File: src/rtl/prog_loader_pkg.sv
// Shared constants and state encodings for the serial program loader.
package prog_loader_pkg;

    localparam logic [7:0] SYNC_BYTE  = 8'hA5;
    localparam int         PROG_DEPTH = 16;

    typedef enum logic [1:0] {
        WAIT_SYNC = 2'd0,
        LOAD      = 2'd1,
        CSUM      = 2'd2,
        DONE      = 2'd3
    } ld_state_t;

    typedef enum logic [1:0] {
        RX_IDLE  = 2'd0,
        RX_START = 2'd1,
        RX_DATA  = 2'd2,
        RX_STOP  = 2'd3
    } rx_state_t;

endpackage

File: src/rtl/prog_uart_rx.sv
// 8N1 receiver: 2-flop synchronizer, mid-bit sampling every DIV cycles, framing check.
// byte_vld_o pulses one cycle after the stop-bit sample; no backpressure, bytes are never held.
module prog_uart_rx
    import prog_loader_pkg::*;
#(
    parameter int DIV = 16
) (
    input  logic       clk_i,
    input  logic       clr_n_i,
    input  logic       rxd_i,
    output logic       byte_vld_o,
    output logic [7:0] byte_dat_o,
    output logic       frame_err_o
);

    localparam int                CNT_W   = $clog2(DIV);
    localparam logic [CNT_W-1:0] FULL_M1 = CNT_W'(DIV - 1);
    localparam logic [CNT_W-1:0] HALF_M1 = CNT_W'(DIV / 2 - 1);

    rx_state_t        state_q, state_d;
    logic [CNT_W-1:0] cnt_q, cnt_d;
    logic [2:0]       bit_q, bit_d;
    logic [7:0]       sr_q, sr_d;
    logic             vld_q, vld_d;
    logic             ferr_q, ferr_d;
    logic             rxd_meta_q, rxd_sync_q, rxd_prev_q;

    always_comb begin
        state_d = state_q;
        cnt_d   = cnt_q + 1'b1;
        bit_d   = bit_q;
        sr_d    = sr_q;
        vld_d   = 1'b0;
        ferr_d  = 1'b0;
        case (state_q)
            RX_IDLE: begin
                cnt_d = '0;
                if (rxd_prev_q && !rxd_sync_q) begin
                    state_d = RX_START;
                end
            end
            RX_START: begin
                // A start bit that is high again at half a bit was a glitch.
                if (cnt_q == HALF_M1) begin
                    cnt_d   = '0;
                    bit_d   = '0;
                    state_d = rxd_sync_q ? RX_IDLE : RX_DATA;
                end
            end
            RX_DATA: begin
                if (cnt_q == FULL_M1) begin
                    cnt_d = '0;
                    sr_d  = {rxd_sync_q, sr_q[7:1]};
                    bit_d = bit_q + 1'b1;
                    if (bit_q == 3'd7) begin
                        state_d = RX_STOP;
                    end
                end
            end
            RX_STOP: begin
                if (cnt_q == FULL_M1) begin
                    cnt_d   = '0;
                    vld_d   = rxd_sync_q;
                    ferr_d  = !rxd_sync_q;
                    state_d = RX_IDLE;
                end
            end
            default: state_d = RX_IDLE;
        endcase
    end

    always_ff @(posedge clk_i) begin
        if (!clr_n_i) begin
            state_q    <= RX_IDLE;
            cnt_q      <= '0;
            bit_q      <= '0;
            sr_q       <= '0;
            vld_q      <= 1'b0;
            ferr_q     <= 1'b0;
            rxd_meta_q <= 1'b1;
            rxd_sync_q <= 1'b1;
            rxd_prev_q <= 1'b1;
        end else begin
            state_q    <= state_d;
            cnt_q      <= cnt_d;
            bit_q      <= bit_d;
            sr_q       <= sr_d;
            vld_q      <= vld_d;
            ferr_q     <= ferr_d;
            rxd_meta_q <= rxd_i;
            rxd_sync_q <= rxd_meta_q;
            rxd_prev_q <= rxd_sync_q;
        end
    end

    assign byte_vld_o  = vld_q;
    assign byte_dat_o  = sr_q;
    assign frame_err_o = ferr_q;

endmodule

File: src/rtl/prog_loader.sv
// Loads a 16-byte program over UART after a 0xA5 sync; cpu_run releases the CPU once complete.
// Zero-latency reads; no backpressure. Checksum stage present only with PROG_LOADER_CHECKSUM_EN.
module prog_loader
    import prog_loader_pkg::*;
#(
    parameter int CLK_HZ = 50000000,
    parameter int BAUD   = 9600
) (
    input  logic       CLK,
    input  logic       clr_n,
    input  logic       rxd,
    input  logic [3:0] rd_addr,
    output logic [7:0] rd_data,
    output logic       cpu_run,
    output logic       busy,
    output logic       err
);

    localparam int         DIV       = CLK_HZ / BAUD;
    localparam logic [3:0] LAST_ADDR = 4'(PROG_DEPTH - 1);

    logic       byte_vld;
    logic       frame_err;
    logic [7:0] byte_dat;
    logic       is_sync;
    logic       wr_en;

    ld_state_t  state_q, state_d;
    logic [3:0] wr_ptr_q, wr_ptr_d;
    logic       err_q, err_d;
    logic [7:0] mem_q [PROG_DEPTH];
`ifdef PROG_LOADER_CHECKSUM_EN
    logic [7:0] sum_q, sum_d;
`endif

    prog_uart_rx #(
        .DIV (DIV)
    ) u_rx (
        .clk_i       (CLK),
        .clr_n_i     (clr_n),
        .rxd_i       (rxd),
        .byte_vld_o  (byte_vld),
        .byte_dat_o  (byte_dat),
        .frame_err_o (frame_err)
    );

    assign is_sync = byte_vld && (byte_dat == SYNC_BYTE);

    always_comb begin
        state_d  = state_q;
        wr_ptr_d = wr_ptr_q;
        err_d    = err_q;
        wr_en    = 1'b0;
`ifdef PROG_LOADER_CHECKSUM_EN
        sum_d    = sum_q;
`endif
        case (state_q)
            // DONE only reacts to a resync, exactly like WAIT_SYNC.
            WAIT_SYNC, DONE: begin
                if (is_sync) begin
                    state_d  = LOAD;
                    wr_ptr_d = '0;
                    err_d    = 1'b0;
`ifdef PROG_LOADER_CHECKSUM_EN
                    sum_d    = '0;
`endif
                end
            end
            LOAD: begin
                if (byte_vld) begin
                    wr_en    = 1'b1;
                    wr_ptr_d = wr_ptr_q + 1'b1;
`ifdef PROG_LOADER_CHECKSUM_EN
                    sum_d    = sum_q + byte_dat;
                    if (wr_ptr_q == LAST_ADDR) state_d = CSUM;
`else
                    if (wr_ptr_q == LAST_ADDR) state_d = DONE;
`endif
                end
            end
`ifdef PROG_LOADER_CHECKSUM_EN
            CSUM: begin
                if (byte_vld) begin
                    if (byte_dat == sum_q) begin
                        state_d = DONE;
                    end else begin
                        err_d   = 1'b1;
                        state_d = WAIT_SYNC;
                    end
                end
            end
`endif
            default: state_d = WAIT_SYNC;
        endcase
        if (frame_err) begin
            err_d = 1'b1;
        end
    end

    always_ff @(posedge CLK) begin
        if (!clr_n) begin
            state_q  <= WAIT_SYNC;
            wr_ptr_q <= '0;
            err_q    <= 1'b0;
`ifdef PROG_LOADER_CHECKSUM_EN
            sum_q    <= '0;
`endif
            for (int i = 0; i < PROG_DEPTH; i++) begin
                mem_q[i] <= '0;
            end
        end else begin
            state_q  <= state_d;
            wr_ptr_q <= wr_ptr_d;
            err_q    <= err_d;
`ifdef PROG_LOADER_CHECKSUM_EN
            sum_q    <= sum_d;
`endif
            if (wr_en) begin
                mem_q[wr_ptr_q] <= byte_dat;
            end
        end
    end

    assign rd_data = mem_q[rd_addr];
    assign busy    = (state_q == LOAD) || (state_q == CSUM);
    // A resync in DONE must hold the CPU off in the very cycle it is seen.
    assign cpu_run = (state_q == DONE) && !is_sync;
    assign err     = err_q;

endmodule

File: config.mk
export PLATFORM = sky130hd
export DESIGN_NAME = prog_loader
export DESIGN_NICKNAME = d
export VERILOG_FILES = /design/src/rtl/prog_loader_pkg.sv /design/src/rtl/prog_uart_rx.sv /design/src/rtl/prog_loader.sv
export SDC_FILE = /design/constraint.sdc
export NUM_CORES = 1
export LEC_CHECK = 0
export CAP_MARGIN = 40
export CORE_MARGIN = 1.5
export CORE_UTILIZATION = 47
export CTS_BUF_LIST = sky130_fd_sc_hd__clkbuf_4 sky130_fd_sc_hd__clkbuf_8
export DETAILED_ROUTE_END_ITERATION = 8
export PLACE_DENSITY = 0.62
export SLEW_MARGIN = 20
export SYNTH_ARGS = -nofsm -noshare
export SYNTH_HDL_FRONTEND = slang
export SYNTH_HIERARCHICAL = 1
export SYNTH_SLANG_ARGS = --single-unit
File: constraint.sdc
create_clock -name CLK -period 2.5 [get_ports CLK]
set_input_delay 0.5 -clock CLK [delete_from_list [all_inputs] [get_ports CLK]]
set_output_delay 0.5 -clock CLK [all_outputs]
set_load 0.03 [all_outputs]
# After elaboration in Yosys (flattened, before gate mapping)
# Memories as Yosys holds them, arrays and structs flattened.
# Cells that the tools add are included.
word_totals:
  register_bits: 38
  elab_cells: 89
  ram_bits: 128
  out_inout_bits: 11
  mem_count: 1
  input_bits: 7
mem_list:
  columns: ["name", "words", "word_bits", "read_ports", "rd_clocked_by_memory_dff", "wr", "line", "text"]
  rows:
  - ["mem_q", 16, 8, 1, 0, 16, "prog_loader.sv:31", "logic [7:0] mem_q [PROG_DEPTH];"]
classes:
  n_reduce_logical: 22
  eq_ne: 19
  addsub: 3
  n_mux: 32
op_table:
  columns: ["cell", "n"]
  rows:
  - ["$pmux W13 S3", 1]
  - ["$mux W13", 2]
  - ["$mux W2", 9]
  - ["$add A13 B1 Y13 const B", 1]
  - ["$eq A13 B12 Y1 const B", 1]
  - ["$eq A13 B13 Y1 const B", 1]
  - ["$mux W4", 3]
  - ["$ne A2 B1 Y1 const B", 6]
  - ["$reduce_and A3 Y1", 4]
  - ["$mux W1", 10]
  - ["$eq A2 B2 Y1 const B", 4]
  - ["$eq A8 B8 Y1 const B", 1]
  - ["$mux W8", 1]
  - ["$pmux W2 S4", 1]
  - ["$pmux W4 S2", 1]
  - ["$reduce_bool A2 Y1", 4]
  - ["$reduce_or A8 Y1", 1]
  - ["$mux W3", 2]
  - ["$pmux W3 S2", 1]
  - ["$reduce_and A5 Y1", 1]
  - ["$add A4 B1 Y4 const B", 1]
  - ["$eq A2 B1 Y1 const B", 2]
  - ["$eq A4 B4 Y1 const B", 1]
  - ["$logic_not A2 Y1", 2]
  - ["9 further kinds", 15]

# Depth between registers and ports, before layout
depth:
  word_depth: 7
  mapped_depth: 7
  depth_no_buf: 6

# By module
# Netlist, hierarchy kept.
by_module_without_submodules:
  columns: ["module", "area_each_um2", "seq_area_each_um2", "instances", "cells_each"]
  rows:
  - ["prog_loader", 6506.2, 3983.8, 1, 437]
  - ["prog_uart_rx", 1410.1, 620.6, 1, 144]

# Worst setup path before layout
# Ideal clock, no wire load.
synth_timing:
  kind: "input to output"
  startpoint: "input port rd_addr[0]"
  endpoint: "output port rd_data[5]"
  path_slack_ns: 0.323
  cell_stages: 5
  arrival_time_ns: 1.677
  path_buffers: 2
  required_time_ns: 2.000
  path_cell_list: "buf_6 buf_6 mux4_1 a22oi_1 nand2_1"
synth_via:
  elab_chain_len: 1
synth_lines:
  columns: ["item", "line", "text"]
  rows:
  - ["start, declared", "prog_loader.sv:12", "input logic [3:0] rd_addr,"]
  - ["$mem_v2 Z16 W8", null, null]
  - ["end, declared", "prog_loader.sv:13", "output logic [7:0] rd_data,"]
# No other way between the ends.

# Worst setup path in the final report
layout_timing:
  startpoint: "input port rd_addr[0]"
  endpoint: "output port rd_data[6]"
# Same word-level chain as after synthesis.

==> metrics.md <==
| Metric | Value |
|---|---|
| Outcome | `finished clean` |
| Min Tclk post-route | `between 2000 and 2500 ps` |
| Port buffer count | `17` |
| Sequential cell area | `roughly 4600 µm²` |
| Vias in the first global route | `4,766` |
| Placed instance area | `around 8500 µm²` |
| Die H | `roughly 130 µm` |
| Clock Path Buffers | `2` |
| Gr usage total | `0.206` |
| RR Startpoint | `state_q[0]` |
| Share of layout cells above drive strength 1 | `0.219` |
| Average wire per standard cell | `slightly below 20 µm` |
| Crit path max fanout | `11` |
| # setup viols final | `0` |
| GR Overflow Total | `0` |
| CP max-delay cell | `mux4_2` |
| Clock transition at the registers of the reported paths | `approximately 80 ps` |
| Maxcap violations | `0` |
| Final HPWL from detailed placement | `about 11,000 µm` |
| Fin Hold WS | `about 430 ps` |
| Worst R2R End | `mem_q[2][1]` |
| Max Slew Vio Count | `0` |
| Largest net degree at the start of global routing | `47` |
| RSZ-0062 raised after global routing | `yes` |
| Placed Cells | `829` |
| CTS tree | `done` |
| Mapped Cells | `between 500 and 600` |
| Drt pass-1 iters | `4` |
| Crit path kind | `input pin to primary output` |
| Worst Clk Skew | `about 12 ps` |
| Fin crit share | `0.986` |
| Synth async-reset ratio | `0` |
| First DRT Iteration DRCs | `roughly 360` |
| Most used cell, CP | `buf_4` |
| Critical path data required time | `roughly 2000 ps` |
| Via count | `about 4.7k` |
| Worst Hold Class | `flop to flop` |
| Root Buffer | `clkbuf_8` |
| Final Cell Area | `8960 µm²` |
| Buf+Inv Stages, Crit Path | `4` |
| Synth top cells by count | `and2_1 (131), edfxtp_1 (128), dfxtp_1 (38), nand2_1 (28), nor2_1 (28)` |
| Pwr dens | `607 nW/µm²` |
| DRT antenna net count | `0` |
| Syn Std Cell Area | `between 7000 and 8000 µm²` |
| Top_reg_cell synth | `edfxtp_1` |
| Clock Latency Late Sink | `approximately 460 ps` |
| R2R setup slack | `around 400 ps` |
| Gpl congestion | `about 0.77` |
| # diodes | `0` |
| Number of nets in the layout | `~650` |
| Drt via density | `approximately 5.4` |
| Hold Fails Final Rpt | `0` |
| Count of different cell masters after synthesis | `56` |
| Fmax | `~410 MHz` |
| Clock sinks | `roughly 170` |
| Hold buffers post-CTS | `0` |
| Mean post-synth cell area | `roughly 14 µm²` |
| EDFF count, synth | `128` |
| Post-CTS setup buffer count | `0` |
| Flops & latches, synth | `166` |
| Final WL | `between 15,000 and 20,000 µm` |
| Setup crit end kind | `primary output` |
| Post-Syn Nets | `599` |
| Row cnt | `47` |
| Worst-case reg-to-reg path depth | `5` |
| Die W | `around 130 µm` |
| Count leader, synth | `and2_1` |
| P&R area growth vs syn | `13.2%` |
| Fillers | `1,352` |
| Yosys top cell area share | `0.486` |
| Top cells by area, synth | `edfxtp_1 (49%), and2_1 (10%), dfxtp_1 (9.6%)` |
| Slew HR | `0.560` |
| Drt drc | `0` |
| Leakage power | `~3.2 nW` |
| Worst hold endpoint | `u_rx/rxd_sync_q` |
| H-tree depth | `4` |
| Post-layout util | `0.542` |
| Initial Utilization | `0.479` |
| Core Box Area | `16,500 µm²` |
| Synth area leader | `edfxtp_1` |
| Slew @ Worst Pin | `~660 ps` |
| Ys Warns | `6` |
| Fin cells | `about 860` |
| Die ar. | `between 15,000 and 20,000 µm²` |
| Critical path data arrival time | `approximately 2000 ps` |
| Multi-input gate area | `3120 µm²` |
| Max stage delay on crit path | `530 ps` |
| Top-Level Pins | `18` |
| Antenna violations before repair | `0` |
| Worst path cell trace | `buf_4 > buf_12 > buf_4 > mux4_2 > a22oi_2 > nand2_1 > buf_2` |
| Startpoint types | `input pin` |
| Crit path max-delay family | `buffers and inverters` |
| Worst Hold Depth | `1` |
| CTS buffer count | `17` |
| Hold path start | `u_rx/rxd_meta_q` |
| First-pass GRT wire length | `roughly 27,000 µm` |
| Register area share after synthesis | `0.582` |
| VDD IR max | `0.296 mV` |
[where the power goes]
group / total (mW) / switching [mW] / internal [mW]
logic: 0.379 / 0.207 / 0.172
clock network: 1.97 / 0.949 / 1.02
registers: 3.10 / 0.0350 / 3.06
total: 5.44 / 1.19 / 4.25
[cell families after synthesis]
logic type,share of synthesized area
adder cells (fa/ha/maj),0.0174
AO/OA/AOI/OAI,0.0436
flip-flops,0.582
AND/OR/NAND/NOR,0.203
XOR/XNOR,0.0122
buffers and inverters,0.0285
multiplexers,0.114
[area by class of cell]
type | instances | area share
flip-flops and latches | 166 | 0.514
well taps | 220 | 0.0307
inverters | 11 | 0.00461
clock buffers | 21 | 0.0295
repair buffers | 60 | 0.0588
multi-input cells | 374 | 0.348
clock inverters | 11 | 0.0148
[routing by layer]
layer | GRT usage | vias up | part of all wire
li1 | - | 2225 | -
met1 | 0.276 | 2289 | 0.46
met2 | 0.330 | 113 | 0.47
met3 | 0.0456 | 26 | 0.045
met4 | 0.0751 | 0 | 0.019
met5 | 0 | - | 0
[flip-flops by register name (all words and copies together) (netlist names), named ones only]
| signal | flops |
|---|---|
| err | 1 |
| mem_q | 128 |
| state_q | 2 |
| u_rx/bit_q | 3 |
| u_rx/byte_dat_o | 8 |
| u_rx/byte_vld_o | 1 |
| u_rx/cnt_q | 13 |
| u_rx/frame_err_o | 1 |
| u_rx/rxd_meta_q | 1 |
| u_rx/rxd_prev_q | 1 |
| u_rx/rxd_sync_q | 1 |
| u_rx/state_q | 1 |
| wr_ptr_q | 4 |
[timing repair]
item	4_1_cts	5_1_grt
endpoints found under the hold margin	0	0
setup endpoints to repair	10	2
resized for setup	61	2
gates cloned	2	0
[how the worst max path moves through the flow]
stage / startpoint / end / slack [ps] / cells after the start
after floorplan: rd_addr[0] / rd_data[5] / 320 / 5
after global placement: rd_addr[1] / rd_data[6] / -560 / 6
after detailed placement: rd_addr[1] / rd_data[6] / -580 / 6
after CTS: rd_addr[0] / rd_data[6] / 10 / 7
after global routing: rd_addr[0] / rd_data[5] / -0.2 / 6
final: rd_addr[0] / rd_data[6] / 40 / 7
[cell usage in the layout (no fill, tap or decap), types with 8 or more instances in the layout]
master	Yosys	routed
ha_1	11	11
clkbuf_8	0	17
mux2i_1	11	11
nor2_1	28	27
nand2b_1	10	10
and2_1	131	131
mux4_1	16	12
buf_4	1	39
dfxtp_1	38	38
xnor2_1	8	8
o21ai_0	14	14
inv_1	11	11
edfxtp_1	128	128
a22oi_2	0	9
mux4_2	16	20
nor2b_1	13	13
buf_2	7	8
nand4_1	9	9
nand2_1	28	28
[metrics by stage]
stage | power [mW] | setup WS, ps | TNS [ps]
after global placement | 3.52 | -557 | -4000
after global routing | 5.64 | -0.216 | -0.216
final | 5.44 | 35.9 | 0
after CTS | 5.49 | 10.9 | 0
after floorplan | 3.37 | 323 | 0
after detailed placement | 3.53 | -577 | -4170
Power figures use the tool's default switching activity.
==> RTL edit, RTL diff (config.mk and constraints unchanged) <==
Encoding of `rx_state_t`: now Gray code (2 bits for 4 states).
--- a/src/rtl/prog_loader_pkg.sv
+++ b/src/rtl/prog_loader_pkg.sv
@@ -13,8 +13,8 @@
 
     typedef enum logic [1:0] {
-        RX_IDLE  = 2'd0,
-        RX_START = 2'd1,
-        RX_DATA  = 2'd2,
-        RX_STOP  = 2'd3
+        RX_IDLE  = 2'b00,
+        RX_START = 2'b01,
+        RX_DATA  = 2'b11,
+        RX_STOP  = 2'b10
     } rx_state_t;
 
Behaviour: same outputs for any inputs over 10 cycles, from zero or initial values; not proved beyond that.
==> RTL edit against the original RTL <==
- synthesized cell count decreased by 1.0%
- synthesized area about the same
- combinational power decreased by 3%
- wire length shrank 2.4%
- total power rose by 2.9%
- critical path type unchanged
- global-route usage is 0.26 points lower
- cell area down 0.11%
- setup slack improved by 11 ps
- sequential cell count unchanged
- largest cell class unchanged
- clock power up 8%
==> RTL edit: results (changes against the original RTL) <==
status=finished clean; layout cells sized above 1=20.9% (-1.0 points); buffering overhead=5.53% (-0.34 points); vias in the first global route=4,844 (+1.6%); top post-synthesis cells by count=131 x and2_1, 128 x edfxtp_1, 38 x dfxtp_1; syn nets=593 (-1.0%); global-route wire length before repair=26,500 um (-1.7%); DP HPWL=10,900 um (-1.4%); Comb power=367 uW (-3%); Arrival @ worst endpoint=1950 ps; post-synthesis compound-gate area fraction=4.60% (+0.24 points); Worst-path clk slew=80 ps (about the same); clock buffers=17 (-19%); GRT Util Overall=20.3% (-0.26 points); Final nets=637 (-1.7%); # fillers=1,395 (+3.2%); share of the synthesized area in the top cell type=48.6% (about the same); routed len/inst=19.4 um (-1.2%); GPL Wtd Cong=0.816 (+6.5%); mux contribution to synthesized area=11.3% (-0.12 points); invs w/o clock=9 (-2); power share of the clock group=38.1% (+2.0 points); Seq/Total Area, Yosys=58.2% (about the same); dpl ws=-622 ps (-44.8 ps); footprint of the multi-input gates=3100 um^2 (-0.60%); pin count of the biggest net entering global routing=49 (+4.3%); Synth Instances=575 (-1.0%); DR pass1 iterations=5 (+1); crit-path max FO=6 (-5); initial DRC count=317 (-11%); Placed Area=8430 um^2 (-0.84%); vias per inst=5.45 (+1.1%); Yosys cell types=61 (+8.9%); dpl cells=818 (-1.3%); maximum VDD drop=0.409 mV (+38%); Core Util, Final=54.2% (-0.061 points); Area contributors post-synth=edfxtp_1 49%, and2_1 10%, dfxtp_1 9.6%, mux4_1 5.3%, mux4_2 4.6%; Design Power=5600 uW (+2.9%); Sw Share=21.4% (-0.51 points); leakage power=0.00313 uW (-1.3%); Multi-In Gates=370 (-1.1%); Signal buffers=55 (-8.3%); clk_skew=12.4 ps (-0.0979 ps); xor/xnor share of the synthesized area=1.22% (about the same); Clock buffers and inverters, area share=4.96% (+0.54 points); Vias=4,645 (-0.17%); post-synthesis adder-cell area fraction=1.74% (about the same); Worst slew margin=55.5% (-0.52 points); YS warnings=6 (unchanged)
==> RTL edit: metal layers <==
metal  GRT usage, %  routed length [um]  vias to the layer above
met3           4.52                 711                       19
li1               -                   -                     2202
met5              0                   0                        -
met4           7.39                 236                        0
met2           33.3                8050                      110
met1           26.7                7530                     2314
==> RTL edit: worst max-delay path, stage by stage <==
cell             delay (ps)
clkdlybuf4s50_1         540
and2b_1                 220
buf_4                   170
a22oi_2                 180
nand2_1                  80
clkdlybuf4s15_2         280
==> RTL edit: worst paths after layout <==
check,startpoint,endpoint,slack [ps],cells past startpoint
hold reg to reg,u_rx/rxd_meta_q,u_rx/rxd_sync_q,420,1
setup reg to reg,state_q[0],mem_q[2][1],340,5
hold / removal,u_rx/rxd_meta_q,u_rx/rxd_sync_q,420,1
setup / recovery,rd_addr[3],rd_data[0],50,6
==> RTL edit: timing repair <==
action / 4_1_cts / 5_1_grt
cloned: 2 / 0
gates resized for setup: 51 / 8
endpoints found under the setup margin: 10 / 4
